[src/rtl/isqrt_sched.sv]
// isqrt_sched: two-requester round-robin front end for one shared isqrt unit.
// Grants a requester, runs the unit for a fixed wait window, returns the root.
module isqrt_sched #(
    parameter int WAIT_CYC = 40,
    parameter int CW       = 6
) (
    input  logic       clk,
    input  logic       clr,
    input  logic       req0,
    input  logic [7:0] a0,
    input  logic       req1,
    input  logic [7:0] a1,
    output logic       ack0,
    output logic       ack1,
    output logic       done0,
    output logic       done1,
    output logic [3:0] result,
    output logic       busy,
    output logic [7:0] sq_a,
    output logic       sq_start,
    input  logic [3:0] sq_sqrt
);

    typedef enum logic [1:0] {
        S_IDLE,
        S_LOAD,
        S_WAIT,
        S_DONE
    } state_t;

    localparam logic [CW-1:0] CNT_LAST = CW'(WAIT_CYC - 1);

    state_t        state;
    state_t        state_nxt;
    logic [CW-1:0] cnt;
    logic [CW-1:0] cnt_nxt;
    logic          rr;
    logic          rr_nxt;
    logic          owner;
    logic          owner_nxt;
    logic [7:0]    sq_a_nxt;
    logic [3:0]    result_nxt;
    logic          win;

    // rr names the requester that wins the next tie; it flips away from
    // each winner so simultaneous requests alternate starting with 0.
    assign win = (req0 && req1) ? rr : req1;

    // State, counter, arbitration pointer and datapath registers.
    always_ff @(posedge clk or posedge clr) begin
        if (clr) begin
            state  <= S_IDLE;
            cnt    <= '0;
            rr     <= 1'b0;
            owner  <= 1'b0;
            sq_a   <= '0;
            result <= '0;
        end else begin
            state  <= state_nxt;
            cnt    <= cnt_nxt;
            rr     <= rr_nxt;
            owner  <= owner_nxt;
            sq_a   <= sq_a_nxt;
            result <= result_nxt;
        end
    end

    // Next-state logic and state-decoded handshake outputs.
    always_comb begin
        state_nxt  = state;
        cnt_nxt    = cnt;
        rr_nxt     = rr;
        owner_nxt  = owner;
        sq_a_nxt   = sq_a;
        result_nxt = result;
        ack0       = 1'b0;
        ack1       = 1'b0;
        done0      = 1'b0;
        done1      = 1'b0;
        sq_start   = 1'b0;
        busy       = (state != S_IDLE);
        unique case (state)
            S_IDLE: begin
                if (req0 || req1) begin
                    owner_nxt = win;
                    rr_nxt    = ~win;
                    sq_a_nxt  = win ? a1 : a0;
                    state_nxt = S_LOAD;
                end
            end
            S_LOAD: begin
                sq_start  = 1'b1;
                ack0      = ~owner;
                ack1      = owner;
                cnt_nxt   = '0;
                state_nxt = S_WAIT;
            end
            S_WAIT: begin
                if (cnt == CNT_LAST) begin
                    result_nxt = sq_sqrt;
                    state_nxt  = S_DONE;
                end else begin
                    cnt_nxt = cnt + 1'b1;
                end
            end
            S_DONE: begin
                done0     = ~owner;
                done1     = owner;
                state_nxt = S_IDLE;
            end
            default: state_nxt = S_IDLE;
        endcase
    end

endmodule

[config.mk]
export PLATFORM = sky130hd
export DESIGN_NAME = isqrt_sched
export DESIGN_NICKNAME = d
export VERILOG_FILES = /design/src/rtl/isqrt_sched.sv
export SDC_FILE = /design/constraint.sdc
export NUM_CORES = 1
export LEC_CHECK = 0
export CAP_MARGIN = 15
export CORE_MARGIN = 2
export CORE_UTILIZATION = 39
export DETAILED_ROUTE_END_ITERATION = 8
export GPL_TIMING_DRIVEN = 0
export HOLD_SLACK_MARGIN = 0.15
export PLACE_DENSITY = 0.79
export SYNTH_ARGS = -nofsm -noshare
export SYNTH_HDL_FRONTEND = slang
export SYNTH_SLANG_ARGS = --single-unit
[constraint.sdc]
create_clock -name clk -period 1.7 [get_ports clk]
set_input_delay 0.51 -clock clk [delete_from_list [all_inputs] [get_ports clk]]
set_output_delay 0.51 -clock clk [all_outputs]
set_load 0.01 [all_outputs]
Word level (Yosys, flattened, before mapping)
Cells that the tools add are included.
{"block": "word_totals", "ff_bits": 22, "inputBits": 24, "out_inout_bits": 18, "word_cells": 37}
{"block": "classes", "n_addsub": 1, "n_eq_ne": 7, "mux": 12, "bitwise_logic": 2, "reduce_logical": 9}
{"cell": "one-hot mux 6 bit (2 select lines)", "n": 1}
{"cell": "2-to-1 mux 8 bit", "n": 1}
{"cell": "one-hot mux 2 bit (4 select lines)", "n": 1}
{"cell": "AND reduction 2 bit", "n": 4}
{"cell": "adder 6 x 1 -> 6 bit (second input constant)", "n": 1}
{"cell": "== test 6 bit (second input constant)", "n": 1}
{"cell": "2-to-1 mux 1 bit", "n": 6}
{"cell": "2-to-1 mux 6 bit", "n": 1}
{"cell": "!= test 2 bit (second input constant)", "n": 3}
{"cell": "== test 2 bit (second input constant)", "n": 2}
{"cell": "2-to-1 mux 2 bit", "n": 2}
{"cell": "nonzero test 2 bit", "n": 2}
{"cell": "== test 2 x 1 -> 1 bit (second input constant)", "n": 1}
{"cell": "logical NOT 2 bit", "n": 1}
{"cell": "NOT 1 bit", "n": 2}
{"cell": "logical AND 1 bit", "n": 1}
{"cell": "logical OR 1 bit", "n": 1}

Longest topological paths before layout
Gate-level depths: netlist (run 1).
{"block": "logic_depth", "ltp_word": 3, "depth_mapped": 6, "ltp_nobuf": 5}

Worst setup path before layout (run 1)
Ideal clock, no wire load.
{"block": "synth_timing", "kind": "register -> register", "startpoint": "register state[0]", "endpoint": "register cnt[5]", "setup_ns": 0.069, "arrival_time_ns": 1.479, "required_time_ns": 1.631, "slack_ns": 0.153, "stages_incl_launch_ff": 7, "n_path_buf": 1, "period_less_slack_ns": 1.547, "path_cell_list": "dfrtp_1 inv_1 ha_1 buf_2 inv_1 or4_1 nand3_1"}
{"block": "synth_between", "elab_chain_len": 3, "word_cells_on_any_way": 6, "classes_between": "eq/ne: 3; mux: 1; reduce/logical: 2"}
{"item": "from (decl)", "line": "33", "rtl": "state_t state;"}
{"item": "from (signal assigned)", "line": "59", "rtl": "state <= state_nxt;"}
{"item": "== test 2 bit or == test 2 x 1 -> 1 bit (tied branches)", "line": "82", "rtl": "unique case (state)"}
{"item": "!= test 2 bit (no line) or nonzero test 2 bit (tied branches)"}
{"item": "AND reduction 2 bit (no line)"}
{"item": "to (signal assigned)", "line": "60", "rtl": "cnt <= cnt_nxt;"}
{"item": "to (decl)", "line": "35", "rtl": "logic [CW-1:0] cnt;"}
Parallel ways exist; a longest one is shown, timed or not.
A chain may end at the register's enable or synchronous reset.

Final worst setup path (run 1)
{"block": "layout_timing", "startpoint": "register state[0]", "endpoint": "output ack1"}
{"block": "layout_between", "elab_chain_len": 2}
{"item": "== test 2 x 1 -> 1 bit", "line": "82"}
{"item": "2-to-1 mux 1 bit", "line": "82"}
{"item": "to (decl)", "line": "14", "rtl": "output logic ack1,"}
Every way passes these cells.

==> qor.csv, run 1 <==
stage,metric,value,unit
route,Total Wirelength,2.60,mm
worst_hold_path,Hold Path Class,flip-flop to flip-flop,
synth,Mean Syn Cell Area,11.4,sq um
synth,number of library cell types mapped by synthesis,27,
synth,Post-Syn Area,1100,sq um
synth,Synth area leaders,"dfrtp_1 (50%), a221o_1 (7.3%), ha_1 (6.8%), and2_1 (5.7%), mux2_2 (4.1%)",
run_status,violated checks,negative setup slack,
place,DP Area,1550,sq um
route,first-pass iteration count of the detailed router,4,
sta,fin crit share,1.05,
die,core area,2710,sq um
sta,Setup Skew,0.00419,ns
power_and_ir_drop,NetSw,0.000931,W
place,I/O Buffers,41,
route,DRC Markers,0,
final_layout,nets,180,
grt,GRT Total Usage,0.174,
place,Final GP Congestion,0.815,
power_and_ir_drop,Int Pwr,0.00155,W
final_layout,fin cells,179,
sta,final setup margin,-0.0911,ns
synth,synthesized net count,126,
sta,fmax,0.558,GHz
sta,Worst-Margin Slew,0.808,ns
setup_path,CP Max Fanout,3,
final_layout,fin area,1680,sq um
final_layout,"commonest cells after routing, fill and taps aside","clkdlybuf4s50_1 (23), dfrtp_1 (22), dlygate4sd2_1 (12)",
die,boundary pin count,42,
run_status,status,"finished, violations left",
synth,Ys Warns,0,
final_layout,area of the multi-input gates,586,sq um
sta,min Tclk post-route,1.79,ns
final_layout,n_diodes,0,
sta,final hold vios,0,
synth,share of the synthesized area in the top cell type,0.501,
synth,synthesized instance count,96,
grt,initial antenna violation count,0,
clock_network,Clock Latency Late Sink,0.30,ns
route,number of vias per cell,5.41,
clock_network,Root Buffer,clkbuf_4,
job,max cap viols,0,
sta,Max Transition Viols Final,0,
route,total number of vias,968,
route,Antenna Nets Post-Route,0,
die,die height,57.1,um
clock_network,clk sinks,22,
synth,"Seq/Total Area, Yosys",0.501,
sta,RSZ-0062 raised after global routing,yes,
sta,Setup Viol. Count Final,6,
final_layout,"most common cell after layout, fill and taps aside",clkdlybuf4s50_1,
grt,largest net degree at the start of global routing,23,
power_and_ir_drop,Pwr Total,0.00248,W
final_layout,Filler Cells Inserted,225,
sta,max_slew headroom,0.461,
synth,flop and latch count out of synthesis,22,
final_layout,FF+latch area,551,sq um
final_layout,layout cells sized above 1,0.243,
die,FP Rows,19,
final_layout,Layout Area Growth over Synthesis,53.3,%
place,Post-Place Cells,168,
sta,setup_tns,-0.423,ns
setup_path,Critical Path Sink Type,primary output,
power_and_ir_drop,switching share of power,0.375,
clock_network,TritonCTS buffer count,3,
grt,first-pass GRT wire length,4.38,mm
route,drt wl/cell,14.5,um
die,Initial Util,0.405,
setup_path,worst endpoint data arrival time,1.28,ns
clock_network,CTS H-tree depth,1,
power_and_ir_drop,Comb pwr share,0.565,
route,Initial DRC Count,12,
grt,vias in the first global route,1022,
grt,"Remaining Overflow, GRT",0,
power_and_ir_drop,Power Dens Cells,1470,nW/um^2
setup_path,CP required,1.19,ns
die,die footprint,3260,sq um
power_and_ir_drop,LEAKAGE,0.805,nW
setup_path,Startpoint Class,flip-flop,
clock_network,clk slew on worst S/H paths,0.11,ns
setup_path,WS Path Type,flip-flop to primary output,
power_and_ir_drop,clock share of power,0.092,
synth,cell taking the most area after synthesis,dfrtp_1,
place,HPWL after DPL,1.84,mm
clock_network,clock buffer depth,2,
clock_network,CTS Hold Bufs,0,
power_and_ir_drop,Worst VDD drop,997,uV
die,die width,57.1,um
clock_network,CTS tree,built,
power_and_ir_drop,Seq pwr share,0.343,
[kinds of logic (layout without fill, tap and decap cells)]
| family | count (synthesis) | after routing | share of synthesized area |
|---|---|---|---|
| compound gates | 26 | 26 | 0.197 |
| simple gates | 28 | 28 | 0.144 |
| buf+inv | 8 | 60 | 0.0285 |
| mux | 6 | 6 | 0.0615 |
| fa+ha+maj | 6 | 6 | 0.0683 |
| flops | 22 | 22 | 0.501 |
[state kept, by name, summed over array words and instances (netlist names)]
| name | flops |
|---|---|
| sq_a | 8 |
| cnt | 6 |
| result | 4 |
| state | 2 |
| owner | 1 |
| rr | 1 |
[per-stage QoR]
| stage | setup slack, ns | hold slack (ns) | utilization |
|---|---|---|---|
| floorplan | 0.153 | 0.472 | - |
| global placement | -0.247 | 0.468 | 0.571 |
| detailed placement | -0.315 | 0.482 | 0.571 |
| CTS | -0.0927 | 0.504 | 0.608 |
| global route | -0.156 | 0.532 | 0.621 |
| finish | -0.0911 | 0.498 | 0.621 |
[critical path: stages (launching register included)]
cell,delay [ns]
dfrtp_1,0.43
buf_6,0.14
ha_4,0.16
and2_1,0.12
buf_2,0.13
[cell type report]
type                    instances  share of cell area
well taps                      31              0.0230
multi-input cells              66               0.348
repair buffers                 49               0.267
plain buffers                   1             0.00669
clock buffers                   3              0.0134
flip-flops and latches         22               0.327
inverters                       7              0.0156
[power groups by stage]
stage          sequential (W)  clock [W]  combinational (W)
2_1_floorplan        0.000864          0           0.000674
3_3_place_gp         0.000842          0            0.00114
3_5_place_dp         0.000846          0            0.00118
4_1_cts              0.000840   0.000240            0.00131
5_1_grt              0.000877   0.000265            0.00152
6_report             0.000851   0.000229            0.00140
[synth_stat cells]
cell and count:
dfrtp_1 22, and2_1 10, a221o_1 8, inv_1 7
ha_1 6, nand2_1 5, a21o_1 4, mux2_2 4
nand3_1 4, a21oi_1 3, a22o_1 3, nor2_1 3
mux2_1 2, nor2b_1 2, a211oi_2 1, a21boi_0 1
a221oi_1 1, buf_2 1, nor2_2 1, nor3b_1 1
o211ai_1 1, o21a_1 1, o21ai_1 1, o22ai_1 1
o32a_1 1, or3b_4 1, or4_1 1
[repair_timing]
| action | CTS | global route |
|---|---|---|
| endpoints found under the hold margin | 0 | 0 |
| cloned | 0 | 0 |
| pin swaps | 3 | 3 |
| gates resized for setup | 52 | 7 |
| setup endpoints to repair | 28 | 20 |
| buffers inserted | 7 | 1 |
[routing by layer]
layer,track usage,vias up,wire length [um]
li1,-,456,-
met1,0.203,466,1020
met2,0.304,42,1380
met3,0.0408,4,160
met4,0.0797,0,43
met5,0,-,0
[final timing paths]
path                       startpoint        end  slack (ns)  cells past startpoint
hold reg to reg             result[1]  result[1]        0.50                      1
setup reg to reg             state[0]     cnt[5]       -0.04                      7
max in group asynchronous         clr     cnt[2]        0.54                      2
min in group asynchronous         clr  result[2]        0.66                      2
hold / removal              result[1]  result[1]        0.50                      1
setup / recovery             state[0]       ack1       -0.09                      4
Power figures use the tool's default switching activity.
==> run 2, diff against run 1 <==
- CORE_MARGIN: 2 -> unset
- CORE_UTILIZATION: 39 -> 45
- DONT_BUFFER_PORTS: unset -> 1
- PLACE_DENSITY: 0.79 -> 0.66
- RECOVER_POWER: unset -> 25
==> run 2 against run 1 <==
The flow now finishes without violations; routed wire length decreased by 21%; non-clock buffer count decreased by 46; largest cell class unchanged; worst setup slack improved by 0.098 ns; global-route usage decreased by 0.25 points; sequential cell count unchanged; via count is 21% lower; sequential power is 8.1% higher; clock power hardly changed; largest power group unchanged; die area fell by 19%; first-iteration DRC count down 50%; register-to-register slack better by 0.06 ns.
==> qor.csv, run 2 (same netlist as run 1, synthesis figures left out) <==
stage,metric,value,unit,change
final_layout,n_diodes,0,,unchanged
clock_network,CTS tree,built,,
clock_network,CTS H-tree depth,1,,unchanged
die,die height,51.4,um,-9.9%
sta,Max Transition Viols Final,0,,unchanged
place,HPWL after DPL,1.51,mm,-18%
final_layout,layout cells sized above 1,0.265,,+0.0215
route,first-pass iteration count of the detailed router,2,,-2
sta,Setup Skew,0.00626,ns,+0.00207 ns
setup_path,worst stage delay on the critical path,0.46,ns,+0.03 ns
place,Post-Place Cells,124,,-26%
setup_path,CP required,1.19,ns,about the same
final_layout,Filler Cells Inserted,211,,-6.2%
clock_network,Clock Latency Late Sink,0.30,ns,about the same
final_layout,Largest register FFs,8,,unchanged
clock_network,CTS Hold Bufs,0,,unchanged
setup_path,Critical Path Sink Type,primary output,,
setup_path,R2R Setup Slk,0.02,ns,+0.06 ns
sta,hold_ws,0.238,ns,-0.259 ns
power_and_ir_drop,Power Dens Cells,1690,nW/um^2,+15%
die,core area,2250,sq um,-17%
route,Initial DRC Count,6,,-6
die,FP Rows,17,,-2
setup_path,Worst Reg-to-Reg Cells,6,,-1
place,DP Area,1130,sq um,-27%
setup_path,CP Max Fanout,5,,+2
final_layout,"most common cell after layout, fill and taps aside",dfrtp_1,,
grt,GRT Total Usage,0.172,,-0.00251
die,die width,51.4,um,-9.9%
sta,Worst-Margin Slew,0.809,ns,+0.00134 ns
final_layout,Layout Area Growth over Synthesis,13.8,%,
place,Final GP Congestion,0.850,,+4.3%
sta,RSZ-0062 raised after global routing,yes,,
clock_network,clk sinks,22,,unchanged
grt,initial antenna violation count,0,,unchanged
final_layout,area of the multi-input gates,581,sq um,-0.85%
final_layout,fin area,1250,sq um,-26%
final_layout,largest register by flop count,sq_a,,
route,Antenna Nets Post-Route,0,,unchanged
setup_path,worst endpoint data arrival time,1.18,ns,-0.10 ns
clock_network,clock buffer depth,2,,unchanged
sta,min Tclk post-route,1.69,ns,-0.0977 ns
final_layout,"commonest cells after routing, fill and taps aside","dfrtp_1 (21), and2_1 (9), a221o_1 (8)",,
setup_path,reg2reg end,cnt[5],,
route,DRC Markers,0,,unchanged
setup_path,cell family with most CP delay,flip-flops,,
grt,largest net degree at the start of global routing,23,,unchanged
power_and_ir_drop,Worst VDD drop,925,uV,-7.3%
route,number of vias per cell,5.90,,+9.1%
sta,Setup Viol. Count Final,0,,-6
place,I/O Buffers,0,,-100%
route,drt wl/cell,15.9,um,+9.1%
sta,fmax,0.591,GHz,+5.8%
setup_path,Worst Path Buf+Inv,2,,unchanged
setup_path,worst r2r src,state[0],,
route,Total Wirelength,2.06,mm,-21%
grt,vias in the first global route,758,,-26%
final_layout,FF+latch area,552,sq um,+0.23%
setup_path,WS Path Type,flip-flop to primary output,,
sta,setup_tns,0,ns,+0.423 ns
die,die footprint,2640,sq um,-19%
run_status,status,"complete, no violations",,
setup_path,"Cell Chain, Critical Path",inv_1 > ha_2 > inv_1,,
sta,max_slew headroom,0.460,,-0.000895
job,max cap viols,0,,unchanged
worst_hold_path,Hold Path Class,primary input to async pin,,
grt,"Remaining Overflow, GRT",0,,unchanged
power_and_ir_drop,LEAKAGE,0.577,nW,-28%
clock_network,Root Buffer,clkbuf_4,,
final_layout,fin cells,130,,-27%
grt,first-pass GRT wire length,3.30,mm,-25%
die,Initial Util,0.487,,+0.0819
clock_network,clk slew on worst S/H paths,0.11,ns,about the same
sta,final hold vios,0,,unchanged
die,boundary pin count,42,,unchanged
route,total number of vias,767,,-21%
setup_path,Worst path slowest cell,dfrtp_2,,
setup_path,cell mode on critical path,inv_1,,
sta,fin crit share,0.996,,-0.0574
setup_path,Startpoint Class,flip-flop,,
final_layout,Regs by FF count,"sq_a x8, cnt x6, result x4",,
final_layout,nets,134,,-26%
clock_network,TritonCTS buffer count,3,,unchanged
-- run 2: cell count changes in the layout (fill, tap and decap cells not counted), sizes merged --
cell | before | now
buf | 15 | 4
dlygate4sd2 | 12 | 0
clkdlybuf4s50 | 23 | 0
-- run 2: stage by stage --
| step | setup WS (ns) | power [W] | util |
|---|---|---|---|
| 6_report | 0.00653 | 0.00211 | 0.554 |
| 3_3_place_gp | 0.0518 | 0.00167 | 0.503 |
| 3_5_place_dp | 0.00831 | 0.00172 | 0.503 |
| 2_1_floorplan | 0.153 | 0.00154 | - |
| 4_1_cts | -0.0129 | 0.00207 | 0.538 |
| 5_1_grt | -0.0714 | 0.00229 | 0.554 |
-- run 2: worst max-delay path by stage --
stage               endpoint  slack [ns]  depth (start not counted)     start
global placement     sq_a[4]        0.05                          5  state[0]
detailed placement   sq_a[2]       0.008                          5  state[1]
floorplan             cnt[5]        0.15                          6  state[0]
global route            busy       -0.07                          3  state[0]
CTS                     ack0       -0.01                          3  state[1]
finish                  busy       0.007                          3  state[0]
-- run 2: final cells by class --
type / count / share of cell area
Multi-Input combinational cell: 66 / 0.464
Sequential cell: 22 / 0.441
Tap cell: 28 / 0.0280
Inverter: 7 / 0.0210
Clock buffer: 3 / 0.0180
Timing Repair Buffer: 3 / 0.0180
Buffer: 1 / 0.00901
-- run 2: power by group --
group / switching [W] / internal (W)
Clock: 0.000143 / 0.0000825
Sequential: 0.000213 / 0.000707
Combinational: 0.000460 / 0.000508
Total: 0.000816 / 0.00130
-- run 2: repair_timing --
action | CTS | global route
setup endpoints to repair | 12 | 19
pin swaps | 0 | 1
resized for setup | 10 | 10
setup buffers | 3 | 0
-- run 2: per-layer routing --
| layer | routed length (um) | track usage |
|---|---|---|
| met5 | 0 | 0 |
| met4 | 10 | 0.0811 |
| met2 | 1040 | 0.290 |
| met3 | 93 | 0.0208 |
| met1 | 918 | 0.216 |
==> run 3, diff against run 2 <==
- CORE_UTILIZATION: 45 -> 50
- PLACE_DENSITY: 0.66 -> 0.68
==> run 3 against run 2 <==
Count of clock-buffer cells in the layout unchanged; worst setup slack got worse by 0.021 ns; maximum frequency shrank 1.2%; clock skew rose by 0.0058 ns; utilization increased by 6.6 points; routed wire length down 3.5%; die area down 9.6%; non-clock buffer count up 1; total power up 0.16%; the flow now finishes with violations (negative setup slack); cell count unchanged; critical endpoint is now ack0; clock power down 2%.
==> qor.csv, run 3 (same netlist as run 1, synthesis figures left out) <==
stage,metric,value,unit,change
grt,GRT Total Usage,0.182,,+0.0101
setup_path,Worst path slowest cell,dfrtp_1,,
power_and_ir_drop,Pwr Total,0.00212,W,+0.16%
route,drt wl/cell,15.3,um,-3.5%
final_layout,Regs by FF count,"sq_a x8, cnt x6, result x4",,
final_layout,nets,135,,+0.75%
sta,Max Transition Viols Final,0,,unchanged
die,core area,2020,sq um,-10%
clock_network,TritonCTS buffer count,3,,unchanged
final_layout,Largest register FFs,8,,unchanged
grt,vias in the first global route,781,,+3.0%
sta,Setup Viol. Count Final,2,,+2
die,die height,48.9,um,-4.9%
final_layout,layout cells sized above 1,0.282,,+0.0168
route,total number of vias,775,,+1.0%
clock_network,CTS Hold Bufs,0,,unchanged
run_status,violated checks,negative setup slack,,
clock_network,Clock Latency Late Sink,0.30,ns,about the same
route,Initial DRC Count,11,,+5
grt,"Remaining Overflow, GRT",0,,unchanged
setup_path,Critical Path Sink Type,primary output,,
place,HPWL after DPL,1.42,mm,-6.1%
setup_path,Worst Path Buf+Inv,1,,-1
setup_path,Setup crit start,state[1],,
setup_path,"Cell Chain, Critical Path",inv_2 > ha_4 > nor2b_4,,
place,Final GP Congestion,0.789,,-7.1%
setup_path,cell family with most CP delay,flip-flops,,
clock_network,clock buffer depth,2,,unchanged
final_layout,fin util,0.621,,+0.0663
sta,RSZ-0062 raised after global routing,yes,,
final_layout,"most common cell after layout, fill and taps aside",dfrtp_1,,
sta,max_slew headroom,0.467,,+0.00695
setup_path,WS Path Type,flip-flop to primary output,,
grt,largest net degree at the start of global routing,23,,unchanged
place,Post-Place Cells,123,,-0.81%
route,DRC Markers,0,,unchanged
power_and_ir_drop,Power Dens Cells,1690,nW/um^2,-0.24%
setup_path,Worst Reg-to-Reg Cells,6,,unchanged
final_layout,fin cells,130,,unchanged
route,Antenna Nets Post-Route,0,,unchanged
setup_path,CP Max Fanout,6,,+1
sta,fin crit share,1.01,,+0.0123
setup_path,worst stage delay on the critical path,0.43,ns,-0.03 ns
die,boundary pin count,42,,unchanged
setup_path,CP required,1.19,ns,about the same
job,max cap viols,0,,unchanged
final_layout,Layout Area Growth over Synthesis,14.2,%,
clock_network,CTS tree,built,,
worst_hold_path,Hold Path Class,primary input to async pin,,
clock_network,Root Buffer,clkbuf_4,,
setup_path,R2R Setup Slk,0.04,ns,+0.02 ns
sta,final hold vios,0,,unchanged
power_and_ir_drop,Worst VDD drop,1050,uV,+14%
place,I/O Buffers,0,,unchanged
sta,Worst-Margin Slew,0.798,ns,-0.0104 ns
clock_network,CTS H-tree depth,1,,unchanged
setup_path,Critical Path End,ack0,,
sta,min Tclk post-route,1.71,ns,+0.0209 ns
power_and_ir_drop,LEAKAGE,0.578,nW,+0.21%
setup_path,worst r2r src,state[0],,
final_layout,largest register by flop count,sq_a,,
final_layout,Filler Cells Inserted,162,,-23%
final_layout,"commonest cells after routing, fill and taps aside","dfrtp_1 (20), and2_1 (9), a221o_1 (8)",,
clock_network,clk sinks,22,,unchanged
sta,fmax,0.583,GHz,-1.2%
setup_path,cell count along the critical path,3,,unchanged
die,FP Rows,16,,-1
run_status,status,"finished, violations left",,
final_layout,n_diodes,0,,unchanged
setup_path,reg2reg end,cnt[5],,
die,die footprint,2390,sq um,-9.6%
setup_path,worst endpoint data arrival time,1.20,ns,+0.02 ns
grt,initial antenna violation count,0,,unchanged
sta,Setup Skew,0.0120,ns,+0.00578 ns
die,die width,48.9,um,-4.9%
route,first-pass iteration count of the detailed router,4,,+2
setup_path,Startpoint Class,flip-flop,,
grt,first-pass GRT wire length,3.37,mm,+2.1%
sta,final setup margin,-0.0144,ns,-0.0209 ns
clock_network,clk slew on worst S/H paths,0.11,ns,about the same
die,Initial Util,0.543,,+0.0561
route,number of vias per cell,5.96,,+1.0%
route,Total Wirelength,1.99,mm,-3.5%
run 3: cell count changes in the layout (fill, tap and decap cells not counted), sizes merged:
cell,delta
buf,+1
run 3: worst min path at each step:
| stage | from | endpoint |
|---|---|---|
| 2_1_floorplan | rr | rr |
| 3_3_place_gp | rr | rr |
| 3_5_place_dp | rr | rr |
| 4_1_cts | clr | sq_a[7] |
| 5_1_grt | clr | sq_a[7] |
| 6_report | clr | sq_a[7] |
run 3: layer usage:
metal,share of wire,GRT usage
met3,0.075,0.0748
met2,0.49,0.310
met4,0.0020,0.0147
met1,0.44,0.223
met5,0,0
run 3: repair_timing:
action,4_1_cts,5_1_grt
endpoints found under the hold margin,0,0
setup endpoints to repair,13,19
buffers inserted,2,2
resized for setup,13,7
run 3: layout make-up:
| class | count | area, sq um | area share |
|---|---|---|---|
| buffer | 1 | 11.3 | 0.00897 |
| clock buffer | 3 | 22.5 | 0.0179 |
| inverter | 7 | 26.3 | 0.0209 |
| tap | 27 | 33.8 | 0.0269 |
| multi-input combinational | 66 | 578 | 0.461 |
| sequential | 22 | 553 | 0.441 |
| timing repair buffer | 4 | 30.0 | 0.0239 |
run 3: stage by stage:
stage	area [sq um]	worst slack, ns	TNS (ns)	hold WS (ns)
2_1_floorplan	1100	0.153	0	0.472
3_3_place_gp	1130	0.0349	0	0.487
3_5_place_dp	1130	-0.00263	-0.00263	0.490
4_1_cts	1220	-0.0168	-0.0342	0.260
5_1_grt	1250	-0.0783	-0.212	0.303
6_report	1250	-0.0144	-0.0147	0.237
run 3: report_power, final:
| part | leakage (nW) | internal (W) | switching [W] | total, W |
|---|---|---|---|---|
| combinational | 0.284 | 0.000520 | 0.000464 | 0.000984 |
| sequential | 0.280 | 0.000709 | 0.000203 | 0.000912 |
| clock | 0.0138 | 0.0000825 | 0.000139 | 0.000222 |
